[src/rtl/io_port_peripheral.sv]
// Board-side partner of the Processor I/O port: an RX byte FIFO feeding INPUT_PORT_PINS with an
// INTR_IN pulse per byte, and a TX byte FIFO draining OUT writes to an external valid/ready sink.
module io_port_peripheral #(
   parameter int DEPTH       = 4,
   parameter int INTR_CYCLES = 3
) (
   input  logic       clk,
   input  logic       rst_n,
   input  logic [7:0] ext_rx_data,
   input  logic       ext_rx_valid,
   output logic       ext_rx_ready,
   output logic [7:0] input_port_pins,
   input  logic       in_rd,
   output logic       intr_in,
   input  logic [7:0] output_port_pins,
   input  logic       out_wr,
   output logic [7:0] ext_tx_data,
   output logic       ext_tx_valid,
   input  logic       ext_tx_ready,
   output logic       tx_drop
);

   localparam int AW = (DEPTH > 1) ? $clog2(DEPTH) : 1;
   localparam int CW = AW + 1;
   localparam int PW = $clog2(INTR_CYCLES + 1);
   localparam logic [CW-1:0] FULL_C      = CW'(DEPTH);
   localparam logic [PW-1:0] PULSE_LEN_C = PW'(INTR_CYCLES);

   typedef enum logic [1:0] {
      ST_IDLE    = 2'd0,
      ST_PULSE   = 2'd1,
      ST_WAIT_RD = 2'd2
   } state_t;

   logic [7:0]    rx_mem_r [DEPTH];
   logic [AW-1:0] rx_wp_r;
   logic [AW-1:0] rx_rp_r;
   logic [CW-1:0] rx_count_r;
   logic [7:0]    tx_mem_r [DEPTH];
   logic [AW-1:0] tx_wp_r;
   logic [AW-1:0] tx_rp_r;
   logic [CW-1:0] tx_count_r;
   logic          tx_drop_r;

   state_t        state_r;
   logic [PW-1:0] pulse_cnt_r;
   logic          served_r;
   logic          intr_r;

   logic rx_has_data_s;
   logic rx_push_s;
   logic rx_pop_s;
   logic tx_has_data_s;
   logic tx_push_s;
   logic tx_pop_s;
   logic tx_reject_s;

   // Handshake decisions, all derived from registered counts so ready has no input path.
   always_comb begin
      rx_has_data_s = (rx_count_r != {CW{1'b0}});
      rx_push_s     = ext_rx_valid & (rx_count_r != FULL_C);
      rx_pop_s      = in_rd & rx_has_data_s;
      tx_has_data_s = (tx_count_r != {CW{1'b0}});
      tx_pop_s      = tx_has_data_s & ext_tx_ready;
      tx_push_s     = out_wr & ((tx_count_r != FULL_C) | tx_pop_s);
      tx_reject_s   = out_wr & ~tx_push_s;
   end

   // Head bytes are gated by the count so stale storage never reaches the pins.
   always_comb begin
      if (rx_has_data_s) begin
         input_port_pins = rx_mem_r[rx_rp_r];
      end else begin
         input_port_pins = 8'h00;
      end
      if (tx_has_data_s) begin
         ext_tx_data = tx_mem_r[tx_rp_r];
      end else begin
         ext_tx_data = 8'h00;
      end
   end

   assign ext_rx_ready = (rx_count_r != FULL_C);
   assign ext_tx_valid = tx_has_data_s;
   assign intr_in      = intr_r;
   assign tx_drop      = tx_drop_r;

   // FIFO storage writes; contents need no reset because reads are gated by the counts.
   always_ff @(posedge clk) begin
      if (rx_push_s) begin
         rx_mem_r[rx_wp_r] <= ext_rx_data;
      end
      if (tx_push_s) begin
         tx_mem_r[tx_wp_r] <= output_port_pins;
      end
   end

   // RX pointers and occupancy.
   always_ff @(posedge clk or negedge rst_n) begin
      if (!rst_n) begin
         rx_wp_r    <= {AW{1'b0}};
         rx_rp_r    <= {AW{1'b0}};
         rx_count_r <= {CW{1'b0}};
      end else begin
         if (rx_push_s) begin
            rx_wp_r <= rx_wp_r + AW'(1);
         end
         if (rx_pop_s) begin
            rx_rp_r <= rx_rp_r + AW'(1);
         end
         case ({rx_push_s, rx_pop_s})
            2'b10:   rx_count_r <= rx_count_r + CW'(1);
            2'b01:   rx_count_r <= rx_count_r - CW'(1);
            default: rx_count_r <= rx_count_r;
         endcase
      end
   end

   // TX pointers, occupancy and the sticky overflow flag.
   always_ff @(posedge clk or negedge rst_n) begin
      if (!rst_n) begin
         tx_wp_r    <= {AW{1'b0}};
         tx_rp_r    <= {AW{1'b0}};
         tx_count_r <= {CW{1'b0}};
         tx_drop_r  <= 1'b0;
      end else begin
         if (tx_push_s) begin
            tx_wp_r <= tx_wp_r + AW'(1);
         end
         if (tx_pop_s) begin
            tx_rp_r <= tx_rp_r + AW'(1);
         end
         case ({tx_push_s, tx_pop_s})
            2'b10:   tx_count_r <= tx_count_r + CW'(1);
            2'b01:   tx_count_r <= tx_count_r - CW'(1);
            default: tx_count_r <= tx_count_r;
         endcase
         tx_drop_r <= tx_drop_r | tx_reject_s;
      end
   end

   // Interrupt sequencer: one fixed-width pulse per byte, then wait for the byte to be read.
   always_ff @(posedge clk or negedge rst_n) begin
      if (!rst_n) begin
         state_r     <= ST_IDLE;
         pulse_cnt_r <= {PW{1'b0}};
         served_r    <= 1'b0;
         intr_r      <= 1'b0;
      end else begin
         case (state_r)
            ST_IDLE: begin
               if (rx_has_data_s) begin
                  state_r     <= ST_PULSE;
                  pulse_cnt_r <= PULSE_LEN_C;
                  served_r    <= 1'b0;
                  intr_r      <= 1'b1;
               end
            end
            ST_PULSE: begin
               if (pulse_cnt_r == PW'(1)) begin
                  pulse_cnt_r <= {PW{1'b0}};
                  served_r    <= 1'b0;
                  intr_r      <= 1'b0;
                  // A read during the pulse already consumed the byte, so skip the wait.
                  state_r     <= (served_r | rx_pop_s) ? ST_IDLE : ST_WAIT_RD;
               end else begin
                  pulse_cnt_r <= pulse_cnt_r - PW'(1);
                  served_r    <= served_r | rx_pop_s;
                  intr_r      <= 1'b1;
               end
            end
            ST_WAIT_RD: begin
               intr_r <= 1'b0;
               if (rx_pop_s) begin
                  state_r <= ST_IDLE;
               end
            end
            default: begin
               state_r     <= ST_IDLE;
               pulse_cnt_r <= {PW{1'b0}};
               served_r    <= 1'b0;
               intr_r      <= 1'b0;
            end
         endcase
      end
   end

endmodule

[config.mk]
export PLATFORM = sky130hd
export DESIGN_NAME = io_port_peripheral
export DESIGN_NICKNAME = d
export VERILOG_FILES = /design/src/rtl/io_port_peripheral.sv
export SDC_FILE = /design/constraint.sdc
export NUM_CORES = 1
export LEC_CHECK = 0
export CAP_MARGIN = 20
export CORE_MARGIN = 5
export CORE_UTILIZATION = 44
export CTS_CLUSTER_DIAMETER = 200
export DETAILED_ROUTE_END_ITERATION = 16
export PLACE_DENSITY = 0.73
export SLEW_MARGIN = 15
export SYNTH_ARGS = -nofsm -noshare
export SYNTH_HDL_FRONTEND = slang
export SYNTH_SLANG_ARGS = --single-unit
[constraint.sdc]
create_clock -name clk -period 2.75 [get_ports clk]
set_clock_uncertainty 0.2 [all_clocks]
set_input_delay 0.275 -clock clk [delete_from_list [all_inputs] [get_ports clk]]
set_output_delay 0.275 -clock clk [all_outputs]
set_load 0.02 [all_outputs]
=== After elaboration in Yosys (flattened, before gate mapping) ===
Memories as Yosys holds them, arrays and structs flattened.
Cells that the tools add are included.

* $add $sub $neg: 9
* Eq/ne operators: 12
* Mux-type cells: 22
* Bitwise operators: 10
* Reduce and logical (&&, ||, !) cells: 7

{| class="wikitable"
|+ Operators with widths
! kind !! count
|-
| two-way mux 8 bit || 2
|-
| two-way mux 2 bit || 6
|-
| one-hot mux 2 bit (3 select lines) || 2
|-
| one-hot mux 3 bit (2 select lines) || 2
|-
| adder 2 x 1 -> 2 bit (second input constant) || 4
|-
| equality test 2 x 1 -> 1 bit (second input constant) || 4
|-
| two-way mux 1 bit || 8
|-
| adder 3 x 1 -> 3 bit (second input constant) || 2
|-
| equality test 2 bit (second input constant) || 3
|-
| != test 2 bit (second input constant) || 3
|-
| != test 3 bit (second input constant) || 2
|-
| nonzero test 3 bit || 2
|-
| subtractor 3 x 1 -> 3 bit (second input constant) || 2
|-
| AND 1 bit || 5
|-
| nonzero test 2 bit || 2
|-
| bitwise OR 1 bit || 3
|-
| one-hot mux 1 bit (3 select lines) || 1
|-
| AND reduction 3 bit || 1
|-
| logical NOT 2 bit || 1
|-
| NOT 1 bit || 2
|-
| one-hot mux 1 bit (2 select lines) || 1
|-
| AND reduction 2 bit || 1
|-
| subtractor 2 x 1 -> 2 bit (second input constant) || 1
|}

* Flip-flop bits (word level): 21
* Bits in writable memories: 64
* Output and inout port bits: 20
* Memories: 2

{| class="wikitable"
|+ Memories
! memory !! depth !! width !! rd ports !! clocked after memory_dff !! write ports !! RTL line !! RTL
|-
| rx_mem_r || 4 || 8 || 1 || 0 || 1 || 35 || <nowiki>logic [7:0] rx_mem_r [DEPTH];</nowiki>
|-
| tx_mem_r || 4 || 8 || 1 || 0 || 1 || 39 || <nowiki>logic [7:0] tx_mem_r [DEPTH];</nowiki>
|}

=== Depth between registers and ports, before layout ===
* Depth after elaboration: 7
* Mapped depth: 9

=== Least setup slack after synthesis ===
OpenSTA, ideal clock, no wires.

* Kind: register -> register
* From: register rx_count_r[1]
* To: register rx_count_r[2]
* Library setup time: 0.079 ns
* Data arrival time: 2.057 ns
* Path slack: 0.414 ns
* Cell stages (with the launch flop): 10
* Clock period less this slack: 2.336 ns
* Cell sequence: dfrtp_1 -> or3b_4 -> and2_4 -> inv_1 -> ha_1 -> inv_1 -> fa_1 -> xor2_1 -> nor2_1 -> xor2_1

* Cells in the longest elaborated chain, start to end: 4
* Elaborated cells between the ends (all ways): 10
* Those cells by class: add/sub (2); eq/ne (3); mux (1); bitwise (2); reduce/logical (2)

{| class="wikitable"
|+ Ends and longest elaborated chain
! what !! RTL line !! RTL
|-
| from (decl) || 38 || <nowiki>logic [CW-1:0] rx_count_r;</nowiki>
|-
| from (signal assigned) || 103 || <nowiki>rx_count_r <= {CW{1'b0}};</nowiki>
|-
| from (signal assigned) || 112 || <nowiki>2'b10: rx_count_r <= rx_count_r + CW'(1);</nowiki>
|-
| from (signal assigned) || 113 || <nowiki>2'b01: rx_count_r <= rx_count_r - CW'(1);</nowiki>
|-
| != test 3 bit * || n/a ||
|-
| net ext_rx_ready || 11 || <nowiki>output logic ext_rx_ready,</nowiki>
|-
| AND 1 bit * || 61 || <nowiki>rx_push_s = ext_rx_valid & (rx_count_r != FULL_C);</nowiki>
|-
| equality test 2 x 1 -> 1 bit or equality test 2 bit (tied branches) || 111 || <nowiki>case ({rx_push_s, rx_pop_s})</nowiki>
|-
| one-hot mux 3 bit (2 select lines) or nonzero test 2 bit (tied branches) || n/a ||
|}

Mark *: on every way through the listed nets, which the timed path passes. The rest lies on a longest branch.
A chain may end at the register's enable or synchronous reset.

=== Worst setup path after layout ===
* From: register tx_rp_r[0]
* To: output port ext_tx_data[6]

* Cells in the longest elaborated chain, start to end: 2

{| class="wikitable"
|+ Ends and longest elaborated chain
! what !! RTL line !! RTL
|-
| from (decl) || 41 || <nowiki>logic [AW-1:0] tx_rp_r;</nowiki>
|-
| from (signal assigned) || 123 || <nowiki>tx_rp_r <= {AW{1'b0}};</nowiki>
|-
| from (signal assigned) || 131 || <nowiki>tx_rp_r <= tx_rp_r + AW'(1);</nowiki>
|-
| memory (4 x 8 bit) || n/a ||
|-
| two-way mux 8 bit || 76 || <nowiki>if (tx_has_data_s) begin</nowiki>
|-
| to (decl) || 17 || <nowiki>output logic [7:0] ext_tx_data,</nowiki>
|}

No other way between the ends.

==> metrics.md <==
| Metric | Value |
|---|---|
| Die Ht | 101 um |
| Synthesized area per cell | 16.7 um2 |
| Final slew viol count | 0 |
| Final Setup Violations | 0 |
| Register area share after synthesis | 67.0% |
| Syn Nets | 253 |
| ANT cells | 0 |
| TritonCTS clock tree | yes |
| Max cap viols | 0 |
| Maximum VDD drop | 0.556 mV |
| Placed cell areas | 0.00423 mm2 |
| Critical Path AT | 2.08 ns |
| Part of the cycle the worst path needs | 92.9% |
| Status | finished, final reports clean |
| Startpoint Class | flip-flop |
| Ports | 42 |
| WS Path Type | flip-flop to output pin |
| Worst hold path type | input port to async pin |
| Clock buffer count from CTS | 9 |
| #FFs+latches synth | 85 |
| # nets final | 306 |
| Syn-to-layout area delta | 20.6% |
| Starting DRC count in detailed routing | 97 |
| Grt ovf | 0 |
| Min cycle time layout | 2.55 ns |
| Synth Flop Type | edfxtp_1 |
| Initial antenna violation count | 0 |
| Core area | 0.00813 mm2 |
| Seq. cell area | 0.00245 mm2 |
| Clock root cell | clkbuf_8 |
| Post-DP HPWL | 4490 um |
| First-pass GRT wire length | 10300 um |
| Die area | 0.0102 mm2 |
| Post-synth EDFFs | 64 |
| Leak Pwr | 1.61 nW |
| F_max | 0.392 GHz |
| GR Util All Layers | 13.3% |
| Proportion of layout cells with a drive suffix above 1 | 19.5% |
| Vias per Instance | 5.16 |
| Power per cell area | 1100 mW/mm2 |
| Area share of the largest cell type after synthesis | 52.6% |
| RSZ-0062 raised after global routing | false |
| Placement Rows | 33 |
| DRC Markers | 0 |
| Drt total wl | 6300 um |
| Synthesized area | 0.00365 mm2 |
| Clk sinks | 85 |
| Measured slew at the worst slew-check pin | 0.465 ns |
| # port buffers | 41 |
| CTS resizes | 0 |
| Post-CTS Setup Inserts | 0 |
| Slew HR | 69.0% |
| H-tree levels | 3 |
| Area of the multi-input gates | 0.00112 mm2 |
| Synth Warn # | 0 |
| DR vias | 1973 |
| Crit end category | output pin |
| Yosys top cell by area | edfxtp_1 |
| DR pass1 iterations | 4 |
| Die W | 101 um |
| Synth unique cells | 42 |
| Max Buffers Root-to-Sink | 2 |
| Worst-path clk slew | 0.08 ns |
| Final TNS setup | 0 ns |
| Filler cells | 664 |
| Post-CTS Hold Buffers | 0 |
| Post-route ant nets | 0 |
| Vias in the first global route | 2059 |
| Drt wl/cell | 16.5 um |
| Clock latency on the worst-skew pair | 0.34 ns |
| Mapped Cells | 219 |
| Initial Util | 44.9% |
| Crit path required time | 2.28 ns |
| Final instance area | 0.00441 mm2 |
| Worst hold slack | 0.0727 ns |
| Ys async rst share | 24.7% |
| Fin. Hold Viols | 0 |
| Top cells by area, synth | edfxtp_1 (53%), dfrtp_1 (14%), mux4_2 (9.9%) |
| R2R cell count | 9 |
| Final Wtd Congestion | 0.787 |
| Crit-path max FO | 5 |
| Largest net degree at the start of global routing | 22 |
-- cell usage in the layout (no fill, tap or decap), types with 2 or more instances in the layout --
cell | synthesis | routed
and2b_1 | 5 | 5
dfrtp_1 | 21 | 21
nor2b_1 | 5 | 5
a221oi_1 | 2 | 2
nand3_1 | 2 | 2
xor2_1 | 4 | 4
fa_1 | 2 | 2
inv_6 | 0 | 2
clkinvlp_4 | 0 | 3
mux2i_1 | 2 | 2
edfxtp_1 | 64 | 64
clkdlybuf4s50_1 | 0 | 41
nand2_1 | 3 | 3
inv_1 | 14 | 14
clkbuf_8 | 0 | 9
buf_4 | 0 | 10
ha_1 | 10 | 10
o211ai_1 | 3 | 3
xnor2_1 | 7 | 7
nor2_1 | 5 | 5
o31a_1 | 2 | 2
and3_2 | 4 | 4
o21ai_0 | 5 | 5
and2_1 | 12 | 12
or2_2 | 2 | 2
mux4_2 | 16 | 16
nand3b_1 | 2 | 2
-- final cells by class --
cell class	instances	area share (%)
repair buffers	51	11.0
clock buffers	9	2.81
flip-flops and latches	85	55.5
inverters	14	1.19
multi-input cells	111	25.4
clock inverters	7	1.11
well taps	105	2.98
-- worst max-delay path, stage by stage (launching register included) --
cell,delay (ns)
dfrtp_1,0.35
buf_4,0.17
mux4_2,0.52
and2_1,0.17
clkdlybuf4s50_1,0.53
-- synthesized netlist by cell type, types with 4 or more instances --
cell type,count
dfrtp_1,21
o21ai_0,5
nor2b_1,5
and2_1,12
inv_1,14
nor2_1,5
and3_2,4
ha_1,10
edfxtp_1,64
mux4_2,16
xnor2_1,7
and2b_1,5
clkbuf_1,7
xor2_1,4
-- report_power, final --
part	internal, mW	leakage [nW]	switching (mW)
combinational	1.11	0.699	0.973
sequential	1.75	0.830	0.255
clock	0.329	0.0797	0.443
-- metrics by stage --
step	setup slack, ns	power, mW	utilization, %	std cells
after detailed placement	0.311	4.15	52.1	366
after global routing	0.102	5.18	54.2	382
after CTS	0.146	4.93	54.2	382
after global placement	0.336	4.10	52.1	366
final	0.196	4.85	54.2	382
after floorplan	0.414	3.34	-	219
-- registers in the layout, summed over array words and instances, names as in the netlist, 2 cells and up --
register     count
tx_wp_r          2
rx_mem_r        32
tx_count_r       3
rx_rp_r          2
tx_rp_r          2
tx_mem_r        32
rx_wp_r          2
pulse_cnt_r      2
rx_count_r       3
state_r          2
-- final timing paths --
path	startpoint	endpoint	slack (ns)
worst max-delay path	tx_rp_r[0]	ext_tx_data[6]	0.20
worst min-delay path	rst_n	rx_wp_r[0]	0.07
worst max register to register	rx_count_r[1]	rx_count_r[2]	0.30
worst min register to register	tx_drop	tx_drop	0.29
max in group asynchronous	rst_n	tx_wp_r[0]	2.05
min in group clk	tx_drop	tx_drop	0.29
-- per-layer routing --
| layer | vias to the layer above | global-route usage (%) | part of all wire [%] |
|---|---|---|---|
| li1 | 927 | - | - |
| met1 | 1003 | 16.3 | 43 |
| met2 | 35 | 22.3 | 52 |
| met3 | 8 | 4.08 | 4.0 |
| met4 | 0 | 4.60 | 1.4 |
| met5 | - | 0 | 0 |
-- logic make-up (layout without fill, tap and decap cells) --
kind of cell	after synthesis	count (layout)	share of synthesized area [%]
AO/OA/AOI/OAI	22	22	4.45
XOR/XNOR	11	11	2.64
adder cells (fa/ha/maj)	12	12	4.52
buffers and inverters	23	81	2.43
flip-flops	85	85	67.0
multiplexers	20	20	11.1
AND/OR/NAND/NOR	46	46	7.84
(Power assumes the default switching activity.)
